===== config.mk =====
export PLATFORM = sky130hd
export DESIGN_NAME = lcd_text_sequencer
export DESIGN_NICKNAME = d
export VERILOG_FILES = /design/src/rtl/lcd_seq_pkg.sv /design/src/rtl/lcd_write_phy.sv /design/src/rtl/lcd_text_sequencer.sv
export SDC_FILE = /design/constraint.sdc
export NUM_CORES = 1
export LEC_CHECK = 0
export ABC_CLOCK_PERIOD_IN_PS = 16100
export CAP_MARGIN = 25
export CORE_MARGIN = 1
export CORE_UTILIZATION = 30
export CTS_CLUSTER_DIAMETER = 60
export DETAILED_ROUTE_END_ITERATION = 7
export MAX_ROUTING_LAYER = met4
export PLACE_DENSITY = 0.49
export SYNTH_ARGS = -nofsm -noshare
export SYNTH_HDL_FRONTEND = slang
export SYNTH_HIERARCHICAL = 1
export SYNTH_SLANG_ARGS = --single-unit

===== constraint.sdc =====
create_clock -name board_clk -period 16.1 [get_ports board_clk]
set_input_delay 1.61 -clock board_clk [delete_from_list [all_inputs] [get_ports board_clk]]
set_output_delay 1.61 -clock board_clk [all_outputs]
set_load 0.02 [all_outputs]

===== src/rtl/lcd_seq_pkg.sv =====
// Shared types, command bytes and byte-select helpers for the LCD text sequencer.
package lcd_seq_pkg;

   typedef enum logic [1:0] {StPwrup, StInit, StIdle, StFrame} seq_state_e;
   typedef enum logic [1:0] {PhSetup, PhEhigh, PhWait} wr_phase_e;

   typedef struct packed {
      logic       rs;
      logic [7:0] data;
   } lcd_wr_t;

   localparam logic [7:0] CMD_FUNC    = 8'h38;
   localparam logic [7:0] CMD_ENTRY   = 8'h06;
   localparam logic [7:0] CMD_DISP_ON = 8'h0C;
   localparam logic [7:0] CMD_CLEAR   = 8'h01;
   localparam logic [7:0] CMD_LINE1   = 8'h80;
   localparam logic [7:0] CMD_LINE2   = 8'hC0;

   localparam int unsigned INIT_LEN  = 7;
   localparam int unsigned FRAME_LEN = 34;
   localparam int unsigned CNT_W     = 20;
   localparam int unsigned STEP_W    = 6;

   // Init command for write index 0..6.
   function automatic lcd_wr_t init_write(input logic [STEP_W-1:0] idx);
      lcd_wr_t w;
      w.rs = 1'b0;
      case (idx)
         6'd0, 6'd1, 6'd2, 6'd3: w.data = CMD_FUNC;
         6'd4:                   w.data = CMD_ENTRY;
         6'd5:                   w.data = CMD_DISP_ON;
         default:                w.data = CMD_CLEAR;
      endcase
      return w;
   endfunction

   // Character idx (1..32) of a frame; char 1 sits in the top byte.
   function automatic logic [7:0] char_at(input logic [255:0] frame,
                                          input logic [STEP_W-1:0] idx);
      logic [7:0] pos;
      pos = {2'b00, 6'd32 - idx} << 3;
      return frame[pos +: 8];
   endfunction

   // Frame write for index 0..33: LINE1, chars 1-16, LINE2, chars 17-32.
   function automatic lcd_wr_t frame_write(input logic [255:0] frame,
                                           input logic [STEP_W-1:0] idx);
      lcd_wr_t w;
      if (idx == 6'd0) begin
         w = '{rs: 1'b0, data: CMD_LINE1};
      end else if (idx < 6'd17) begin
         w = '{rs: 1'b1, data: char_at(frame, idx)};
      end else if (idx == 6'd17) begin
         w = '{rs: 1'b0, data: CMD_LINE2};
      end else begin
         w = '{rs: 1'b1, data: char_at(frame, idx - 6'd1)};
      end
      return w;
   endfunction

endpackage


===== src/rtl/lcd_write_phy.sv =====
// Single LCD write engine: SETUP (E low), EHIGH (E high), WAIT (E low), rs/data held throughout.
// A start on the done cycle chains the next write with no gap.
module lcd_write_phy
   import lcd_seq_pkg::*;
#(
   parameter int unsigned T_SETUP  = 4,
   parameter int unsigned T_E_HIGH = 12,
   parameter int unsigned T_CMD    = 2000,
   parameter int unsigned T_CLEAR  = 82000
) (
   input  logic       board_clk,
   input  logic       Reset,
   input  logic       start,
   input  logic       rs,
   input  logic [7:0] data,
   input  logic       is_clear,
   output logic       lcd_e,
   output logic       lcd_rs,
   output logic [7:0] lcd_data,
   output logic       done
);

   logic             active_q, active_d;
   wr_phase_e        phase_q, phase_d;
   logic [CNT_W-1:0] cnt_q, cnt_d;
   logic             rs_q, rs_d;
   logic [7:0]       data_q, data_d;
   logic             clear_q, clear_d;
   logic             e_q, e_d;

   assign done     = active_q && (phase_q == PhWait) && (cnt_q == '0);
   assign lcd_e    = e_q;
   assign lcd_rs   = rs_q;
   assign lcd_data = data_q;

   // Phase sequencing; each phase counts down to zero before advancing.
   always_comb begin
      active_d = active_q;
      phase_d  = phase_q;
      cnt_d    = cnt_q;
      rs_d     = rs_q;
      data_d   = data_q;
      clear_d  = clear_q;
      if (start && (!active_q || done)) begin
         active_d = 1'b1;
         phase_d  = PhSetup;
         cnt_d    = CNT_W'(T_SETUP - 1);
         rs_d     = rs;
         data_d   = data;
         clear_d  = is_clear;
      end else if (active_q) begin
         if (cnt_q != '0) begin
            cnt_d = cnt_q - 1'b1;
         end else begin
            unique case (phase_q)
               PhSetup: begin
                  phase_d = PhEhigh;
                  cnt_d   = CNT_W'(T_E_HIGH - 1);
               end
               PhEhigh: begin
                  phase_d = PhWait;
                  cnt_d   = clear_q ? CNT_W'(T_CLEAR - 1) : CNT_W'(T_CMD - 1);
               end
               default: active_d = 1'b0;
            endcase
         end
      end
      e_d = active_d && (phase_d == PhEhigh);
   end

   // Phase registers; E is registered so it never glitches.
   always_ff @(posedge board_clk or posedge Reset) begin
      if (Reset) begin
         active_q <= 1'b0;
         phase_q  <= PhSetup;
         cnt_q    <= '0;
         rs_q     <= 1'b0;
         data_q   <= 8'h00;
         clear_q  <= 1'b0;
         e_q      <= 1'b0;
      end else begin
         active_q <= active_d;
         phase_q  <= phase_d;
         cnt_q    <= cnt_d;
         rs_q     <= rs_d;
         data_q   <= data_d;
         clear_q  <= clear_d;
         e_q      <= e_d;
      end
   end

endmodule


===== src/rtl/lcd_text_sequencer.sv =====
// Character LCD driver: power-up wait, init commands, then whole-frame rewrites from a
// snapshot of the 32-char text whenever it changes or a refresh is requested.
module lcd_text_sequencer
   import lcd_seq_pkg::*;
#(
   parameter int unsigned T_POWERUP = 750000,
   parameter int unsigned T_SETUP   = 4,
   parameter int unsigned T_E_HIGH  = 12,
   parameter int unsigned T_CMD     = 2000,
   parameter int unsigned T_CLEAR   = 82000
) (
   input  logic         board_clk,
   input  logic         Reset,
   input  logic [255:0] text_in,
   input  logic         refresh_req,
   output logic [7:0]   lcd_data,
   output logic         lcd_e,
   output logic         lcd_rs,
   output logic         lcd_rw,
   output logic         lcd_bl,
   output logic         busy,
   output logic         frame_done
);

   seq_state_e        state_q, state_d;
   logic [CNT_W-1:0]  pwr_cnt_q, pwr_cnt_d;
   logic [STEP_W-1:0] step_q, step_d, next_idx;
   logic [255:0]      shadow_q, shadow_d;
   logic              pending_q, pending_d;
   logic              frame_done_q, frame_done_d;
   logic              wr_start, wr_done, wr_is_clear;
   lcd_wr_t           wr;

   assign lcd_rw      = 1'b0;
   assign lcd_bl      = 1'b0;
   assign busy        = (state_q != StIdle);
   assign frame_done  = frame_done_q;
   assign next_idx    = step_q + 6'd1;
   assign wr_is_clear = !wr.rs && (wr.data == CMD_CLEAR);

   // Sequencer: picks the next write and issues it on the previous write's done cycle.
   always_comb begin
      state_d      = state_q;
      pwr_cnt_d    = pwr_cnt_q;
      step_d       = step_q;
      shadow_d     = shadow_q;
      pending_d    = pending_q;
      frame_done_d = 1'b0;
      wr_start     = 1'b0;
      wr           = frame_write(shadow_q, next_idx);
      unique case (state_q)
         StPwrup: begin
            wr = init_write(6'd0);
            if (pwr_cnt_q == '0) begin
               wr_start = 1'b1;
               step_d   = '0;
               state_d  = StInit;
            end else begin
               pwr_cnt_d = pwr_cnt_q - 1'b1;
            end
         end
         StInit: begin
            wr = init_write(next_idx);
            if (wr_done) begin
               if (step_q == STEP_W'(INIT_LEN - 1)) begin
                  state_d      = StIdle;
                  frame_done_d = 1'b1;
               end else begin
                  wr_start = 1'b1;
                  step_d   = next_idx;
               end
            end
         end
         StIdle: begin
            wr = frame_write(shadow_q, 6'd0);
            if (pending_q || refresh_req || (text_in != shadow_q)) begin
               wr_start  = 1'b1;
               step_d    = '0;
               shadow_d  = text_in;
               pending_d = 1'b0;
               state_d   = StFrame;
            end
         end
         default: begin
            // Text changes mid-frame are caught by the IDLE compare; refreshes must be latched.
            if (refresh_req) begin
               pending_d = 1'b1;
            end
            if (wr_done) begin
               if (step_q == STEP_W'(FRAME_LEN - 1)) begin
                  state_d      = StIdle;
                  frame_done_d = 1'b1;
               end else begin
                  wr_start = 1'b1;
                  step_d   = next_idx;
               end
            end
         end
      endcase
   end

   // Sequencer state; reset replays the whole power-up and init.
   always_ff @(posedge board_clk or posedge Reset) begin
      if (Reset) begin
         state_q      <= StPwrup;
         pwr_cnt_q    <= CNT_W'(T_POWERUP - 1);
         step_q       <= '0;
         shadow_q     <= '0;
         pending_q    <= 1'b1;
         frame_done_q <= 1'b0;
      end else begin
         state_q      <= state_d;
         pwr_cnt_q    <= pwr_cnt_d;
         step_q       <= step_d;
         shadow_q     <= shadow_d;
         pending_q    <= pending_d;
         frame_done_q <= frame_done_d;
      end
   end

   lcd_write_phy #(
      .T_SETUP  (T_SETUP),
      .T_E_HIGH (T_E_HIGH),
      .T_CMD    (T_CMD),
      .T_CLEAR  (T_CLEAR)
   ) u_phy (
      .board_clk (board_clk),
      .Reset     (Reset),
      .start     (wr_start),
      .rs        (wr.rs),
      .data      (wr.data),
      .is_clear  (wr_is_clear),
      .lcd_e     (lcd_e),
      .lcd_rs    (lcd_rs),
      .lcd_data  (lcd_data),
      .done      (wr_done)
   );

endmodule


==> impl_summary.md <==
Timing
In this run the tightest slew margin relative to its limit is 23.75%. The number of hold violations in the final report is 0. Setup violations remaining at the end of the flow were counted as 0. Setup repair after global routing left no endpoint under its margin. The slew of the pin with the lowest slew margin is 1.144 ns. The number of slew-limit violations in the final report is 0. The highest attainable clock frequency is 0.1832 GHz. The final period demand of the worst path is 5.459 ns. In the final timing run, aggregate negative setup slack is 0 ns. The clock skew is 0.06056 ns. The share of the clock period used by the worst path is 33.91%.

Clock network
The TritonCTS clock tree is yes. The clock-pin slew on the worst setup and hold paths is 0.05 ns. The number of buffers inserted for hold repair after clock tree synthesis is 0. The buffer count from post-CTS setup fixing is 0. The tree is rooted in a clkbuf_16. The total of cells resized after clock tree synthesis is 0. CTS saw 320 sinks.

The clock passes through at most 3 buffers. The clock tree synthesis step divided the H-tree into 2 levels. The clock buffer count from CTS is 47. At the later pin of the worst-skew pair, clock insertion delay measures 0.62 ns.

Route
The antenna violation net count after detailed routing is 0. The final routed DRC violation total is 28. Dividing the detail-routed via count by the number of cells gives 5.494.

The total iterations of the first detailed-routing run is 8. The number of DRC markers in iteration 0 is 1590. The detail-routed net length per standard cell is 28.69 um. The total vias in the final route is 16680. The total wirelength of the detailed-routed design is 87100 um.

Placement
The count of input and output buffers is 270. The global placement routability congestion is 0.9346. The detailed-placement wirelength estimate is 67770 um.

The placed instances occupy a cell area of 25560 um^2.

Logic synthesis
The count of flip-flops with a built-in enable after synthesis is 0. Counting flops with an async set or reset pin after synthesis yields a share of 100.0%. The post-synthesis instance area is 22220 um^2. The top cell type by total area after synthesis is dfrtp_1. The primary flip-flop cell chosen by synthesis mapping is dfrtp_1. The share of synthesized area occupied by flip-flops and latches is 36.12%. The share of the synthesized area in the top cell type is 34.47%. The synthesized area per cell is 12.43 um^2. The count of warnings emitted by yosys is 6.

The count of mapped cells out of synthesis is 1788. The number of synthesized register bits is 320. Counting distinct cell types in the post-synthesis netlist gives 90. After synthesis, the cell types taking the most area are dfrtp_1 34%, mux2_4 16%, mux4_2 14%, xor2_1 3.4%, nor2b_1 3.0%.

Status
The run finished, with violations left. The final reports fail on DRC.

Critical path
The worst path buffer plus inverter count is 3. The largest individual stage delay along the critical path comes from the cell buf_12. The signal on the critical path passes through clkdlybuf4s50_1 -> xor2_1 -> nor4_1 -> nand4_1 -> nor4_1 -> and3_1 -> a31oi_4 -> buf_12 -> buf_12 -> mux2_4. The delay contributed by the slowest stage of the critical path is 0.84 ns. STA puts the critical path data arrival time at 5.95 ns.

The worst setup path is of the in2reg kind. The worst path required time is 16.59 ns. The largest driver fanout on the critical path is 143.

The type of element launching the critical path is a primary input. The gate family responsible for the most delay along the worst path is buffers and inverters. The worst setup path is captured at a flip-flop.

Global routing
The first global-routing pass estimated 123500 um of wire. The global-route total usage across every layer is 23.69%. The number of global-route vias before repair is 16819. The overflow left after global routing is 0. The initial antenna violation count is 3. The maximum number of pins on one net before global-route repair is 144.

Die
The site row count is 99. The die boundary width is 274.1 um. For this design the top-level I/O count stands at 273.

The height of the chip is 274.1 um. The initial utilization of the core area, before any placement, comes to 30.40%. The area of the die is 75150 um^2. The total area inside the core boundary comes to 73080 um^2.

Cells and area
The area growth from synthesis to layout is 22.49%. The final standard cell area without fillers is 27210 um^2. Of the cells placed in the final design, the portion with a size suffix greater than 1 is 25.27%.

The count of nets after finishing is 2310.

Pwr
The overall power consumption is 2.228 mW. The analysis attributes to cell leakage a power of 10.81 nW. The peak supply drop is 0.00006886 V. The power per standard cell area is 81.87 nW/um^2.

Job
The max-capacitance violation count is 0.

Min path
The worst min-delay path class is reg2reg.
==> cells in the mapped netlist (25+ instances only) <==
library cell,count
a21oi_1,39
mux4_2,140
inv_1,117
nand2b_1,40
nor2b_1,106
mux2i_1,43
clkbuf_1,34
nor4_1,40
nand2_1,71
o22ai_1,44
nand4_1,30
mux2_4,239
buf_2,28
xor2_1,85
xnor2_1,62
nor2_1,32
dfrtp_1,306
nor3_1,25
==> cells in the final DEF, fill, tap and decap left out, types with 23 or more instances in the layout <==
| cell type | count |
|---|---|
| xnor2_1 | 60 |
| inv_1 | 116 |
| a21oi_1 | 39 |
| xor2_1 | 84 |
| nand2b_1 | 40 |
| clkdlybuf4s50_1 | 270 |
| nor4_1 | 39 |
| mux2i_1 | 43 |
| nand2_1 | 71 |
| nor2_1 | 31 |
| clkbuf_16 | 48 |
| a2111oi_0 | 23 |
| o22ai_1 | 44 |
| dfrtp_1 | 305 |
| nor2b_1 | 106 |
| nor3_1 | 25 |
| mux2_4 | 239 |
| nand4_1 | 30 |
| mux4_2 | 140 |
==> registers in the layout (all words and copies together) (netlist names) <==
register / count
pending_q: 1
u_phy/cnt_q: 20
shadow_q: 256
pwr_cnt_q: 20
u_phy/lcd_e: 1
frame_done: 1
u_phy/clear_q: 1
u_phy/phase_q: 2
u_phy/active_q: 1
u_phy/lcd_rs: 1
state_q: 2
u_phy/lcd_data: 8
step_q: 6
==> routing by layer <==
layer / vias to the layer above / share of wire (%) / GRT usage [%]
li1: 7192 / - / -
met1: 8713 / 43 / 31.46
met2: 662 / 48 / 37.20
met3: 113 / 6.1 / 3.302
met4: 0 / 3.2 / 7.544
met5: - / 0 / -
==> layout make-up <==
cell class | count | area (um^2)
Antenna cell | 3 | 7.507
Timing Repair Buffer | 296 | 2973
Inverter | 120 | 457.9
Tap cell | 959 | 1200
Fill cell | 7109 | 45870
Clock buffer | 65 | 1335
Sequential cell | 320 | 8029
Clock inverter | 21 | 227.7
Multi-Input combinational cell | 1252 | 12980
==> path summary, 6_finish.rpt <==
check / cells after the start / slack (ns) / startpoint / to
worst max register to register: 10 / 11.22 / step_q[0]$_DFFE_PP0P_ / u_phy/lcd_data[1]$_DFFE_PP0P_
max in group asynchronous: 6 / 12.97 / Reset / shadow_q[248]$_DFFE_PP0P_
worst max-delay path: 10 / 10.64 / text_in[176] / shadow_q[93]$_DFFE_PP0P_
min in group asynchronous: 2 / 1.58 / Reset / shadow_q[215]$_DFFE_PP0P_
worst min-delay path: 1 / 0.47 / pwr_cnt_q[18]$_DFFE_PP0P_ / pwr_cnt_q[18]$_DFFE_PP0P_
worst min register to register: 1 / 0.47 / pwr_cnt_q[18]$_DFFE_PP0P_ / pwr_cnt_q[18]$_DFFE_PP0P_
==> report_power, final <==
group          switching (mW)  internal (mW)  total [mW]
registers              0.0600          0.838       0.898
clock network           0.423          0.617        1.04
logic                   0.129          0.161       0.290
total                   0.612           1.62        2.23
==> cell families after synthesis <==
group,after synthesis,synth area share [%]
compound gates,241,8.042
xor+xnor,148,5.868
fa+ha+maj,14,0.7885
buf+inv,217,5.728
flops,320,36.12
mux,431,32.74
other cells,1,0.01688
simple gates,416,10.70
==> stage by stage <==
stage | hold slack [ns] | util, % | instances | worst slack [ns]
3_3_place_gp | 0.4525 | 34.95 | 2941 | 9.904
2_1_floorplan | 0.4373 | - | 1789 | 6.621
6_report | 0.4657 | 37.24 | 3036 | 10.64
4_1_cts | 0.4702 | 37.11 | 3030 | 10.65
5_1_grt | 0.4791 | 37.23 | 3034 | 10.59
3_5_place_dp | 0.4607 | 34.98 | 2944 | 10.04
No activity file was read; power rests on OpenSTA's default activity.
